### src/rtl/compute_memory_responder_if.sv
// Bus bundle for compute_memory_responder: compute addr/we/q port,
// host valid/ready load/readback port and result write-back controls.
interface compute_memory_responder_if #(
  parameter int AW = 6
);
  logic          comp_active;
  logic [AW-1:0] addr;
  logic          we;
  logic [7:0]    comp_wdata;
  logic [7:0]    q;
  logic          host_valid;
  logic          host_ready;
  logic          host_we;
  logic [AW-1:0] host_addr;
  logic [7:0]    host_wdata;
  logic [7:0]    host_rdata;
  logic          host_rvalid;
  logic          wb_start;
  logic [7:0]    c11;
  logic [7:0]    c12;
  logic [7:0]    c21;
  logic [7:0]    c22;
  logic          wb_busy;
  logic          wb_done;
  logic          parity_err;

  modport master (
    output comp_active, addr, we, comp_wdata,
    output host_valid, host_we, host_addr, host_wdata,
    output wb_start, c11, c12, c21, c22,
    input  q, host_ready, host_rdata, host_rvalid,
    input  wb_busy, wb_done, parity_err
  );

  modport slave (
    input  comp_active, addr, we, comp_wdata,
    input  host_valid, host_we, host_addr, host_wdata,
    input  wb_start, c11, c12, c21, c22,
    output q, host_ready, host_rdata, host_rvalid,
    output wb_busy, wb_done, parity_err
  );
endinterface

### src/rtl/compute_memory_responder.sv
// 64x8 scratch memory: compute > write-back > host, one access per cycle.
// Define MEM_PARITY_EN to store an even-parity bit per word with sticky error.
module compute_memory_responder #(
  parameter int             AW          = 6,
  parameter int             DEPTH       = 2**AW,
  parameter logic [AW-1:0]  RESULT_BASE = 6'd60
) (
  input logic clk,
  input logic rst,
  compute_memory_responder_if.slave bus
);

`ifdef MEM_PARITY_EN
  localparam int WW = 9;
`else
  localparam int WW = 8;
`endif

  typedef enum logic [2:0] {
    IDLE,
    WB0,
    WB1,
    WB2,
    WB3
  } wb_state_e;

  wb_state_e     state_q, state_d;
  logic [7:0]    res_q [4];
  logic          done_q, done_d;
  logic          wb_we;
  logic [1:0]    wb_idx;

  logic [WW-1:0] mem_q [DEPTH];
  logic          mem_we;
  logic [AW-1:0] mem_waddr;
  logic [7:0]    mem_wdata;
  logic [WW-1:0] comp_word;
  logic [WW-1:0] host_word;

  logic [7:0]    q_q;
  logic [7:0]    rdata_q;
  logic          rvalid_q;
  logic          host_ready;
  logic          host_xfer;
  logic          host_rd;
  logic          comp_rd;

  assign host_ready = !bus.comp_active && (state_q == IDLE);
  assign host_xfer  = host_ready && bus.host_valid;
  assign host_rd    = host_xfer && !bus.host_we;
  assign comp_rd    = bus.comp_active && !bus.we;
  assign comp_word  = mem_q[bus.addr];
  assign host_word  = mem_q[bus.host_addr];

  // The whole FSM freezes while compute owns the memory.
  always_comb begin
    state_d = state_q;
    wb_we   = 1'b0;
    wb_idx  = 2'd0;
    done_d  = 1'b0;
    if (!bus.comp_active) begin
      unique case (state_q)
        IDLE: if (bus.wb_start) state_d = WB0;
        WB0: begin
          wb_we   = 1'b1;
          wb_idx  = 2'd0;
          state_d = WB1;
        end
        WB1: begin
          wb_we   = 1'b1;
          wb_idx  = 2'd1;
          state_d = WB2;
        end
        WB2: begin
          wb_we   = 1'b1;
          wb_idx  = 2'd2;
          state_d = WB3;
        end
        WB3: begin
          wb_we   = 1'b1;
          wb_idx  = 2'd3;
          state_d = IDLE;
          done_d  = 1'b1;
        end
        default: state_d = IDLE;
      endcase
    end
  end

  always_comb begin
    mem_we    = 1'b0;
    mem_waddr = bus.host_addr;
    mem_wdata = bus.host_wdata;
    if (bus.comp_active) begin
      mem_we    = bus.we;
      mem_waddr = bus.addr;
      mem_wdata = bus.comp_wdata;
    end else if (wb_we) begin
      mem_we    = 1'b1;
      mem_waddr = RESULT_BASE + {{(AW-2){1'b0}}, wb_idx};
      mem_wdata = res_q[wb_idx];
    end else begin
      mem_we    = host_xfer && bus.host_we;
    end
  end

  always_ff @(posedge clk) begin
    if (mem_we) begin
`ifdef MEM_PARITY_EN
      mem_q[mem_waddr] <= {^mem_wdata, mem_wdata};
`else
      mem_q[mem_waddr] <= mem_wdata;
`endif
    end
  end

  always_ff @(posedge clk or posedge rst) begin
    if (rst) begin
      state_q  <= IDLE;
      done_q   <= 1'b0;
      q_q      <= 8'd0;
      rdata_q  <= 8'd0;
      rvalid_q <= 1'b0;
      res_q    <= '{default: 8'd0};
    end else begin
      state_q  <= state_d;
      done_q   <= done_d;
      rvalid_q <= host_rd;
      if (bus.comp_active) begin
        q_q <= bus.we ? bus.comp_wdata : comp_word[7:0];
      end
      if (host_rd) begin
        rdata_q <= host_word[7:0];
      end
      if (state_q == IDLE && state_d == WB0) begin
        res_q <= '{bus.c11, bus.c12, bus.c21, bus.c22};
      end
    end
  end

`ifdef MEM_PARITY_EN
  logic perr_q, perr_d;

  // A good word has an even number of ones across data and parity.
  always_comb begin
    perr_d = perr_q;
    if (comp_rd && ^comp_word) perr_d = 1'b1;
    if (host_rd && ^host_word) perr_d = 1'b1;
  end

  always_ff @(posedge clk or posedge rst) begin
    if (rst) perr_q <= 1'b0;
    else     perr_q <= perr_d;
  end

  assign bus.parity_err = perr_q;
`else
  logic unused_comp_rd;
  assign unused_comp_rd = comp_rd;
  assign bus.parity_err = 1'b0;
`endif

  assign bus.q           = q_q;
  assign bus.host_ready  = host_ready;
  assign bus.host_rdata  = rdata_q;
  assign bus.host_rvalid = rvalid_q;
  assign bus.wb_busy     = (state_q != IDLE);
  assign bus.wb_done     = done_q;

endmodule

### src/flat_wrapper.sv
// flat-port wrapper written by rule: the top's interface ports become plain ports
module compute_memory_responder_flat 
#(
  parameter int             AW          = 6,
  parameter int             DEPTH       = 2**AW,
  parameter logic [AW-1:0]  RESULT_BASE = 6'd60
)
  (clk, rst, bus_comp_active, bus_addr, bus_we, bus_comp_wdata, bus_host_valid, bus_host_we, bus_host_addr, bus_host_wdata, bus_wb_start, bus_c11, bus_c12, bus_c21, bus_c22, bus_q, bus_host_ready, bus_host_rdata, bus_host_rvalid, bus_wb_busy, bus_wb_done, bus_parity_err);
  compute_memory_responder_if #(.AW(AW)) bus_i ();
  input logic clk;
  input logic rst;
  input wire logic [$bits(bus_i.comp_active)-1:0] bus_comp_active;
  input wire logic [$bits(bus_i.addr)-1:0] bus_addr;
  input wire logic [$bits(bus_i.we)-1:0] bus_we;
  input wire logic [$bits(bus_i.comp_wdata)-1:0] bus_comp_wdata;
  input wire logic [$bits(bus_i.host_valid)-1:0] bus_host_valid;
  input wire logic [$bits(bus_i.host_we)-1:0] bus_host_we;
  input wire logic [$bits(bus_i.host_addr)-1:0] bus_host_addr;
  input wire logic [$bits(bus_i.host_wdata)-1:0] bus_host_wdata;
  input wire logic [$bits(bus_i.wb_start)-1:0] bus_wb_start;
  input wire logic [$bits(bus_i.c11)-1:0] bus_c11;
  input wire logic [$bits(bus_i.c12)-1:0] bus_c12;
  input wire logic [$bits(bus_i.c21)-1:0] bus_c21;
  input wire logic [$bits(bus_i.c22)-1:0] bus_c22;
  output wire logic [$bits(bus_i.q)-1:0] bus_q;
  output wire logic [$bits(bus_i.host_ready)-1:0] bus_host_ready;
  output wire logic [$bits(bus_i.host_rdata)-1:0] bus_host_rdata;
  output wire logic [$bits(bus_i.host_rvalid)-1:0] bus_host_rvalid;
  output wire logic [$bits(bus_i.wb_busy)-1:0] bus_wb_busy;
  output wire logic [$bits(bus_i.wb_done)-1:0] bus_wb_done;
  output wire logic [$bits(bus_i.parity_err)-1:0] bus_parity_err;
  assign bus_i.comp_active = bus_comp_active;
  assign bus_i.addr = bus_addr;
  assign bus_i.we = bus_we;
  assign bus_i.comp_wdata = bus_comp_wdata;
  assign bus_i.host_valid = bus_host_valid;
  assign bus_i.host_we = bus_host_we;
  assign bus_i.host_addr = bus_host_addr;
  assign bus_i.host_wdata = bus_host_wdata;
  assign bus_i.wb_start = bus_wb_start;
  assign bus_i.c11 = bus_c11;
  assign bus_i.c12 = bus_c12;
  assign bus_i.c21 = bus_c21;
  assign bus_i.c22 = bus_c22;
  assign bus_q = bus_i.q;
  assign bus_host_ready = bus_i.host_ready;
  assign bus_host_rdata = bus_i.host_rdata;
  assign bus_host_rvalid = bus_i.host_rvalid;
  assign bus_wb_busy = bus_i.wb_busy;
  assign bus_wb_done = bus_i.wb_done;
  assign bus_parity_err = bus_i.parity_err;
  compute_memory_responder #(.AW(AW), .DEPTH(DEPTH), .RESULT_BASE(RESULT_BASE)) u_core (.clk(clk), .rst(rst), .bus(bus_i));
endmodule
### config.mk
export PLATFORM = sky130hd
export DESIGN_NAME = compute_memory_responder_flat
export DESIGN_NICKNAME = d
export VERILOG_FILES = /design/src/rtl/compute_memory_responder_if.sv /design/src/rtl/compute_memory_responder.sv /design/src/flat_wrapper.sv
export SDC_FILE = /design/constraint.sdc
export NUM_CORES = 1
export LEC_CHECK = 0
export CORE_UTILIZATION = 40
export CTS_CLUSTER_DIAMETER = 200
export CTS_CLUSTER_SIZE = 30
export DETAILED_ROUTE_END_ITERATION = 16
export PLACE_DENSITY = 0.54
export SLEW_MARGIN = 40
export SYNTH_ARGS = -nofsm -noshare
export SYNTH_HDL_FRONTEND = slang
export SYNTH_SLANG_ARGS = --single-unit
### constraint.sdc
create_clock -name clk -period 5.44 [get_ports clk]
set_input_delay 1.36 -clock clk [delete_from_list [all_inputs] [get_ports clk]]
set_output_delay 1.36 -clock clk [all_outputs]
set_load 0.01 [all_outputs]
**After elaboration in Yosys (flattened, before gate mapping)**

Memory sizes are Yosys's and may differ from the RTL's. A register that Yosys moved wholly into a read port is not among the register bits.
Index checks and enable logic that the tools add are counted.

- Memories kept: 1
- Input port bits: 67
- Latch bits: 0
- Word-level logic and storage cells: 46
- Bits in read-only memories: 0
- Bits in registers: 37
- Output and inout bits: 21
- Bits in writable memories: 512

- Multiply operators: 0
- $lt $le $gt $ge: 1
- Bitwise logic cells: 1
- Eq/ne operators: 5
- Add/sub/neg operators: 1
- Div/mod/pow operators: 0
- Shift operators: 0
- Mux-type cells: 20
- Reductions and logical operators: 10

Memories:

| name | depth | width | read ports | clocked after memory_dff | wr ports | RTL line | text |
|---|---|---|---|---|---|---|---|
| u_core.mem_q | 64 | 8 | 2 | 2 | 1 | compute_memory_responder.sv:33 | `logic [WW-1:0] mem_q [DEPTH];` |

Operator list:

| kind | count |
|---|---|
| 8-bit 2-to-1 mux | 4 |
| 8-bit binary-select mux with 2-bit select | 1 |
| 6-bit 2-to-1 mux | 2 |
| 3-bit case mux with 4 select lines | 1 |
| 1-bit 2-to-1 mux | 8 |
| 3-bit by 1-bit == test with 1-bit output, second input constant | 2 |
| 3-bit by 2-bit == test with 1-bit output, second input constant | 2 |
| 3-bit 2-to-1 mux | 2 |
| 2-bit case mux with 3 select lines | 1 |
| 1-bit logical AND | 5 |
| 3-bit by 3-bit adder with 4-bit output, first input constant | 1 |
| 4-bit OR reduction | 1 |
| 3-bit == test, second input constant | 1 |
| 3-bit greater-or-equal comparator, second input constant | 1 |
| 3-bit logical NOT | 1 |
| 2-bit NOT with 3-bit output | 1 |
| 3-bit nonzero test | 1 |
| 1-bit logical NOT | 2 |
| 2-bit 2-to-1 mux | 1 |

**Depth between registers and ports, before layout**

Gate-level depths: netlist of run 1.

- Depth in word-level cells: 9
- Depth in mapped cells: 10
- Gate-level depth less buffers: 7

**Least setup slack after synthesis of run 1**

Ideal clock, no wire load.

- Path kind: input to register
- Start: input port bus_comp_active
- End: memory u_core.mem_q[0][3] (data pin)
- Arrival: 4.507 ns
- Setup time: 0.702 ns
- Path slack: 0.231 ns
- Stages: 4
- Path buffers: 3
- Cell sequence: clkbuf_1 -> clkbuf_1 -> clkbuf_1 -> o21ai_0

- Longest elaborated chain between the ends: 7
- Elaborated cells on any way between the ends: 8
- Classes of those cells: mux (7); bitwise (1)

RTL lines:

| element | RTL line | text |
|---|---|---|
| from (decl) | flat_wrapper.sv:12 | `input wire logic [$bits(bus_i.comp_active)-1:0] bus_comp_active;` |
| 2-bit 2-to-1 mux | compute_memory_responder.sv:61 | `if (!bus.comp_active) begin` |
| 2-bit NOT with 3-bit output (not written as such) | compute_memory_responder.sv:101 | `mem_wdata = res_q[wb_idx];` |
| 8-bit binary-select mux with 2-bit select | compute_memory_responder.sv:101 |  |
| 8-bit 2-to-1 mux (not written as such) (2 in series) | compute_memory_responder.sv:101 |  |
| 8-bit 2-to-1 mux | compute_memory_responder.sv:98 | `end else if (wb_we) begin` |
| 8-bit 2-to-1 mux * | compute_memory_responder.sv:94 | `if (bus.comp_active) begin` |
| via u_core.mem_wdata[3] | compute_memory_responder.sv:36 | `logic [7:0] mem_wdata;` |
| to (decl) | compute_memory_responder.sv:33 |  |

Mark *: on every way through the listed nets, which the timed path passes. The rest lies on a longest branch. The select of a mux whose other input is x is not followed.

**Final worst setup path of run 1**

- Start: input port bus_comp_active
- End: output port bus_host_ready

- Longest elaborated chain between the ends: 2

RTL lines:

| element | RTL line | text |
|---|---|---|
| 1-bit logical NOT | - |  |
| 1-bit logical AND | compute_memory_responder.sv:48 | `assign host_ready = !bus.comp_active && (state_q == IDLE);` |
| to (decl) | flat_wrapper.sv:26 | `output wire logic [$bits(bus_i.host_ready)-1:0] bus_host_ready;` |

No other way between the ends.

==> metrics, run 1 <==
outcome finished, final reports clean; CTS clk-pin slew, worst paths 0.13 ns; Peak supply drop 206 uV; leakage ~9 nW; Synth async-reset ratio 0.0938; row count 93; Layout area overhead 11.3%; Power Dens Cells 360 nW/um^2; post-route minimum period 4.24 ns; Netlist Area Pre-Place ~26000 sq um; Seq/Total Area, Yosys 0.636; hold path startpoint u_core.bus.host_rdata[7]; Crit Path Max Fanout 38; Final #Nets 1534; Mapped Nets 1445; Non-Filler Instances 2338; Crit. End Element output pin; crit path launch type input pin; Setup TNS Final 0 ns; Synth Warn # 0; Die Span X around 260 microns; synth top area cells edfxtp_1, mux4_2, dfrtp_1, a22oi_1, mux2_2; worst-skew pair later-pin latency a little over 0.6 ns; final count of hold timing violations 0; critical path type in2out; CTS root buf clkbuf_16; Starting Density 0.406; area fraction of the dominant cell type after synthesis 0.585; Worst Skew 0.0301 ns; Setup Buffers After CTS 0; Starting DRT DRC Count 1958; number of global-route vias before repair between 15000 and 20000; antenna cells 0; Post-synth EDFFs between 500 and 600; Reg power frac 0.547; worst reg2reg path startpoint u_core.state_q[0]; Syn Inst Count 1378; top-count cell post-synth edfxtp_1; count of cell types in the netlist roughly 50; Cells after DPL 2297; 1st-pass router iterations 5; Bufs on Longest Clock Path 3; WL/cell about 35 microns; Post-synth top cells edfxtp_1, mux4_2, nor2_1; Routability Congestion 0.943; RSZ-0062 raised after global routing false; combinational power share 0.250; fillers 5500; clock sink count around 570; Routed Antenna Nets 0; Core Region roughly 65000 sq um; Worst slew margin 0.435; global-route usage over all layers 0.246; Syn Area/Cell 19.1 sq um; fraction of layout cells with a size suffix above 1 0.310; Overflow after GRT 0; CP startpoint bus_comp_active; Net Sw Power 3.24 mW; vias post-DR 15019; largest net degree at the start of global routing 72; detailed placement HPWL 55500 microns; Sw Share 0.307; cell-internal power approximately 7.3 mW; drt drc 0; ys flop type edfxtp_1; clock power share 0.203; max-cap check violation count 0; Worst Path Arrival 2.88 ns; Yosys top cell by area edfxtp_1; Final Max Slew Viols 0; Gates resized, CTS repair 0; Die H between 200 and 300 microns; Tcrit/Tclk final 0.780; DR vias/cell 6.42; # setup viols final 0; worst slew pin tran 0.848 ns; initial antenna violation count 3; global-route wire length before repair between 100000 and 150000 microns; CTS tree built; cts bufs inserted 22; hold_buf cts 0; worst hold path type reg2reg; die footprint 66700 sq um; IO Count 88; Seq cells post-synth 565; CTS H-Tree Depth 1; WHS Path Cells 1; number of I/O port buffers 86; Post-Route WL 81800 microns; f_max around 240 MHz; R2R cell count 6; Worst Path Required a little over 4 ns
## power by group through the flow
stage          clock (mW)  combinational, mW  sequential (mW)
2_1_floorplan           0               1.37             5.83
3_3_place_gp            0               2.57             5.86
3_5_place_dp            0               2.64             5.86
4_1_cts              2.18               2.64             5.76
5_1_grt              2.29               2.78             5.80
6_report             2.14               2.63             5.77
## cell usage in the layout (no fill, tap or decap), types with 16 or more instances in the layout
master / synthesis / final
clkbuf_16: 0 / 23
a21oi_1: 48 / 48
edfxtp_1: 512 / 512
mux4_2: 292 / 292
nand2_1: 59 / 59
clkbuf_1: 48 / 16
a22oi_1: 64 / 64
dfrtp_1: 53 / 51
clkdlybuf4s50_1: 0 / 79
mux2i_1: 17 / 17
o21ai_0: 20 / 16
nor2_1: 88 / 81
mux2_2: 32 / 32
buf_4: 1 / 68
## state kept, by name, indices dropped and copies added (netlist names)
name / flops
u_core.state_q: 3
u_core.bus.host_rdata: 8
u_core.mem_q: 512
u_core.bus.q: 8
u_core.bus.host_rvalid: 1
u_core.res_q: 32
u_core.bus.wb_done: 1
## layer usage
layer  GRT usage  wire, microns  vias up
met2       0.390          38900      814
met4      0.0669           2250        6
met1       0.344          32400     8086
met5           0             46        -
met3      0.0539           8130      108
li1            -              -     6005
## area by class of cell
cell class,count,area (sq um),area share
clock buffers,39,636,0.0217
clock inverters,1,6.26,0.000214
inverters,8,30.0,0.00103
multi-input cells,703,9200,0.314
flip-flops and latches,565,16700,0.571
well taps,855,1070,0.0366
repair buffers,167,1610,0.0550
## final timing paths
check | to | slack (ns)
hold reg to reg | u_core.bus.host_rdata[7] | 0.50
setup reg to reg | u_core.mem_q[19][6] | 1.96
max in group asynchronous | u_core.state_q[0] | 3.59
setup / recovery | bus_host_ready | 1.20
hold / removal | u_core.bus.host_rdata[7] | 0.50
min in group asynchronous | u_core.res_q[24] | 0.95
## stage by stage
stage	cell area, sq um	total power, mW	util	hold WS, ns	setup slack, ns
floorplan	26300	7.20	-	0.470	0.231
global placement	28500	8.43	0.441	0.467	1.13
detailed placement	28600	8.50	0.442	0.466	1.26
CTS	29200	10.6	0.452	0.496	1.26
global route	29300	10.9	0.452	0.503	1.15
finish	29300	10.5	0.452	0.497	1.20
## logic make-up after synthesis
logic type             after synthesis  synth area share
AO/OA/AOI/OAI                      185            0.0465
XOR/XNOR                             2          0.000667
buffers and inverters              110            0.0190
flip-flops                         565             0.636
multiplexers                       341             0.271
other                                1          0.000143
AND/OR/NAND/NOR                    174            0.0274
## worst max-delay path, cell delays in order
cell,delay (ns)
buf_2,0.33
nor4_1,0.55
clkdlybuf4s50_1,0.63
(Power assumes the default switching activity.)
==> inputs of run 2 (changes only) <==
==> constraint.sdc (replaced) <==
create_clock -name clk -period 4.3 [get_ports clk]
set_input_delay 1.075 -clock clk [delete_from_list [all_inputs] [get_ports clk]]
set_output_delay 1.075 -clock clk [all_outputs]
set_load 0.01 [all_outputs]
==> run 2 against run 1 <==
Clock skew barely moved. Utilization rose by 1.1 points. Via count rose by 1.8%. Sequential cell count did not move. Combinational power rose by 32%. Largest power group unchanged. Clock power rose by 26%.
==> metrics, run 2 (synthesis results as in run 1) <==
Setup Buffers After CTS 0 (unchanged); CTS H-Tree Depth 1 (unchanged); outcome finished, final reports clean; worst-skew pair later-pin latency 0.61 ns (about the same); global-route wire length before repair 117000 microns (+0.91%); overall power 13.4 mW (+27%); fraction of layout cells with a size suffix above 1 0.343 (+0.0334); Sw Share 0.303 (-0.00467); Peak supply drop 320 uV (+55%); # setup viols final 0 (unchanged); Worst slew margin 0.446 (+0.0108); antenna cells 0 (unchanged); Final Max Slew Viols 0 (unchanged); number of I/O port buffers 86 (unchanged); IO Count 88 (unchanged); Reg power frac 0.542 (-0.005); 1st-pass router iterations 7 (+2); vias post-DR 15295 (+1.8%); detailed placement HPWL 55700 microns (+0.35%); Starting Density 0.406 (unchanged); Seq. cell area 16700 sq um (about the same); critical path type reg2reg; worst slack at placement 0.347 ns (-0.911 ns); fillers 5522 (+0.40%); Crit. End Element flop; most common cell after layout, fill and taps aside edfxtp_1; Bufs on Longest Clock Path 3 (unchanged); drt drc 0 (unchanged); post-route minimum period 3.45 ns; Overflow after GRT 0 (unchanged); initial antenna violation count 0 (-3); largest net degree at the start of global routing 65 (-9.7%); commonest non-fill, non-tap cells in the layout edfxtp_1, mux4_2, buf_4; Post-Route WL 81600 microns (-0.22%); global-route usage over all layers 0.246 (about the same); number of global-route vias before repair 15664 (+4.1%); Net Sw Power 4.06 mW (+25%); die footprint 66700 sq um (unchanged); final count of hold timing violations 0 (unchanged); Starting DRT DRC Count 1669 (-15%); largest reg by FF count u_core.mem_q; Worst Path Required 4.61 ns (+0.53 ns); max-cap check violation count 0 (unchanged); crit path launch type flop; r2r setup slk 0.85 ns (-1.11 ns); cell-internal power 9.36 mW (+28%); post-route worst setup slack 0.850 ns (-0.349 ns); Layout area overhead 14.2%; Core Region 64700 sq um (unchanged); worst hold path type reg2reg; Power Dens Cells 448 nW/um^2 (+24%); combinational power share 0.257 (+0.007); clock sink count 565 (unchanged); hold_buf cts 0 (unchanged); worst slew pin tran 0.822 ns (-0.0252 ns); f_max 290 MHz; Final #Nets 1623 (+5.8%); Die Span X 258 microns (unchanged); Routability Congestion 0.888 (-5.8%); Tcrit/Tclk final 0.802; Worst Skew 0.0302 ns (+0.000103 ns); Die H 258 microns (unchanged); CTS root buf clkbuf_16; Crit Path Max Fanout 15 (-61%); RSZ-0062 raised after global routing false; WL/cell 33.6 microns (-3.9%); Gates resized, CTS repair 0 (unchanged); cts bufs inserted 22 (unchanged); leakage 9.61 nW (+5.4%); clock power share 0.201 (-0.002); DR vias/cell 6.30 (-1.9%); Worst Path Arrival 3.76 ns (+0.88 ns); Routed Antenna Nets 0 (unchanged); area of the multi-input gates 9170 sq um (-0.33%); CTS tree built; Largest regs u_core.mem_q: 512 flops, u_core.res_q: 32 flops; Fin Hold WS 0.497 ns (+0.0000910 ns); row count 93 (unchanged); Largest register FFs 512 (unchanged); CTS clk-pin slew, worst paths 0.13 ns (about the same)
run 2: final cells by class:
cell class              instances  area share
clock buffers                  39      0.0212
clock inverters                 1    0.000209
inverters                       8     0.00100
multi-input cells             703       0.306
flip-flops and latches        565       0.557
well taps                     855      0.0357
repair buffers                256      0.0794
run 2: worst paths after layout:
kind                                                from                  endpoint  cells after the start
worst min register to register  u_core.bus.host_rdata[7]  u_core.bus.host_rdata[7]                      1
worst max register to register         u_core.state_q[2]        u_core.mem_q[4][7]                      9
worst max-delay path                   u_core.state_q[2]        u_core.mem_q[4][7]                      9
max in group asynchronous                            rst           u_core.bus.q[3]                      3
min in group asynchronous                            rst          u_core.res_q[15]                      2
worst min-delay path            u_core.bus.host_rdata[7]  u_core.bus.host_rdata[7]                      1
run 2: metrics by stage:
| stage | TNS [ns] | std cells | instance area, sq um | utilization |
|---|---|---|---|---|
| after floorplan | -159.76 | 1378 | 26300 | - |
| after global placement | 0 | 2383 | 29300 | 0.452 |
| after detailed placement | 0 | 2385 | 29300 | 0.453 |
| after CTS | 0 | 2425 | 30000 | 0.463 |
| after global routing | 0 | 2427 | 30000 | 0.464 |
| final | 0 | 2427 | 30000 | 0.464 |
run 2: power groups by stage:
stage / Clock [mW] / Combinational, mW / Sequential [mW]
5_1_grt: 2.91 / 3.67 / 7.30
2_1_floorplan: 0 / 1.74 / 7.38
6_report: 2.70 / 3.46 / 7.27
4_1_cts: 2.78 / 3.44 / 7.26
3_5_place_dp: 0 / 3.44 / 7.39
3_3_place_gp: 0 / 3.36 / 7.38
run 2: routing by layer:
metal / vias up / wire length, microns / global-route usage
met5: - / 0 / 0
met4: 0 / 2830 / 0.0789
met3: 108 / 7090 / 0.0474
met2: 781 / 38600 / 0.392
met1: 8227 / 33000 / 0.342
li1: 6179 / - / -
run 2: critical path, stage by stage, from the launching register on:
cell and delay (ns):
dfrtp_1 0.58, buf_4 0.30, o21a_1 0.13, nor2_1 0.33, nor2_1 0.10, o21ai_0 0.38, nand2_1 0.54, buf_4 0.32
nor2_1 0.24, buf_4 0.24
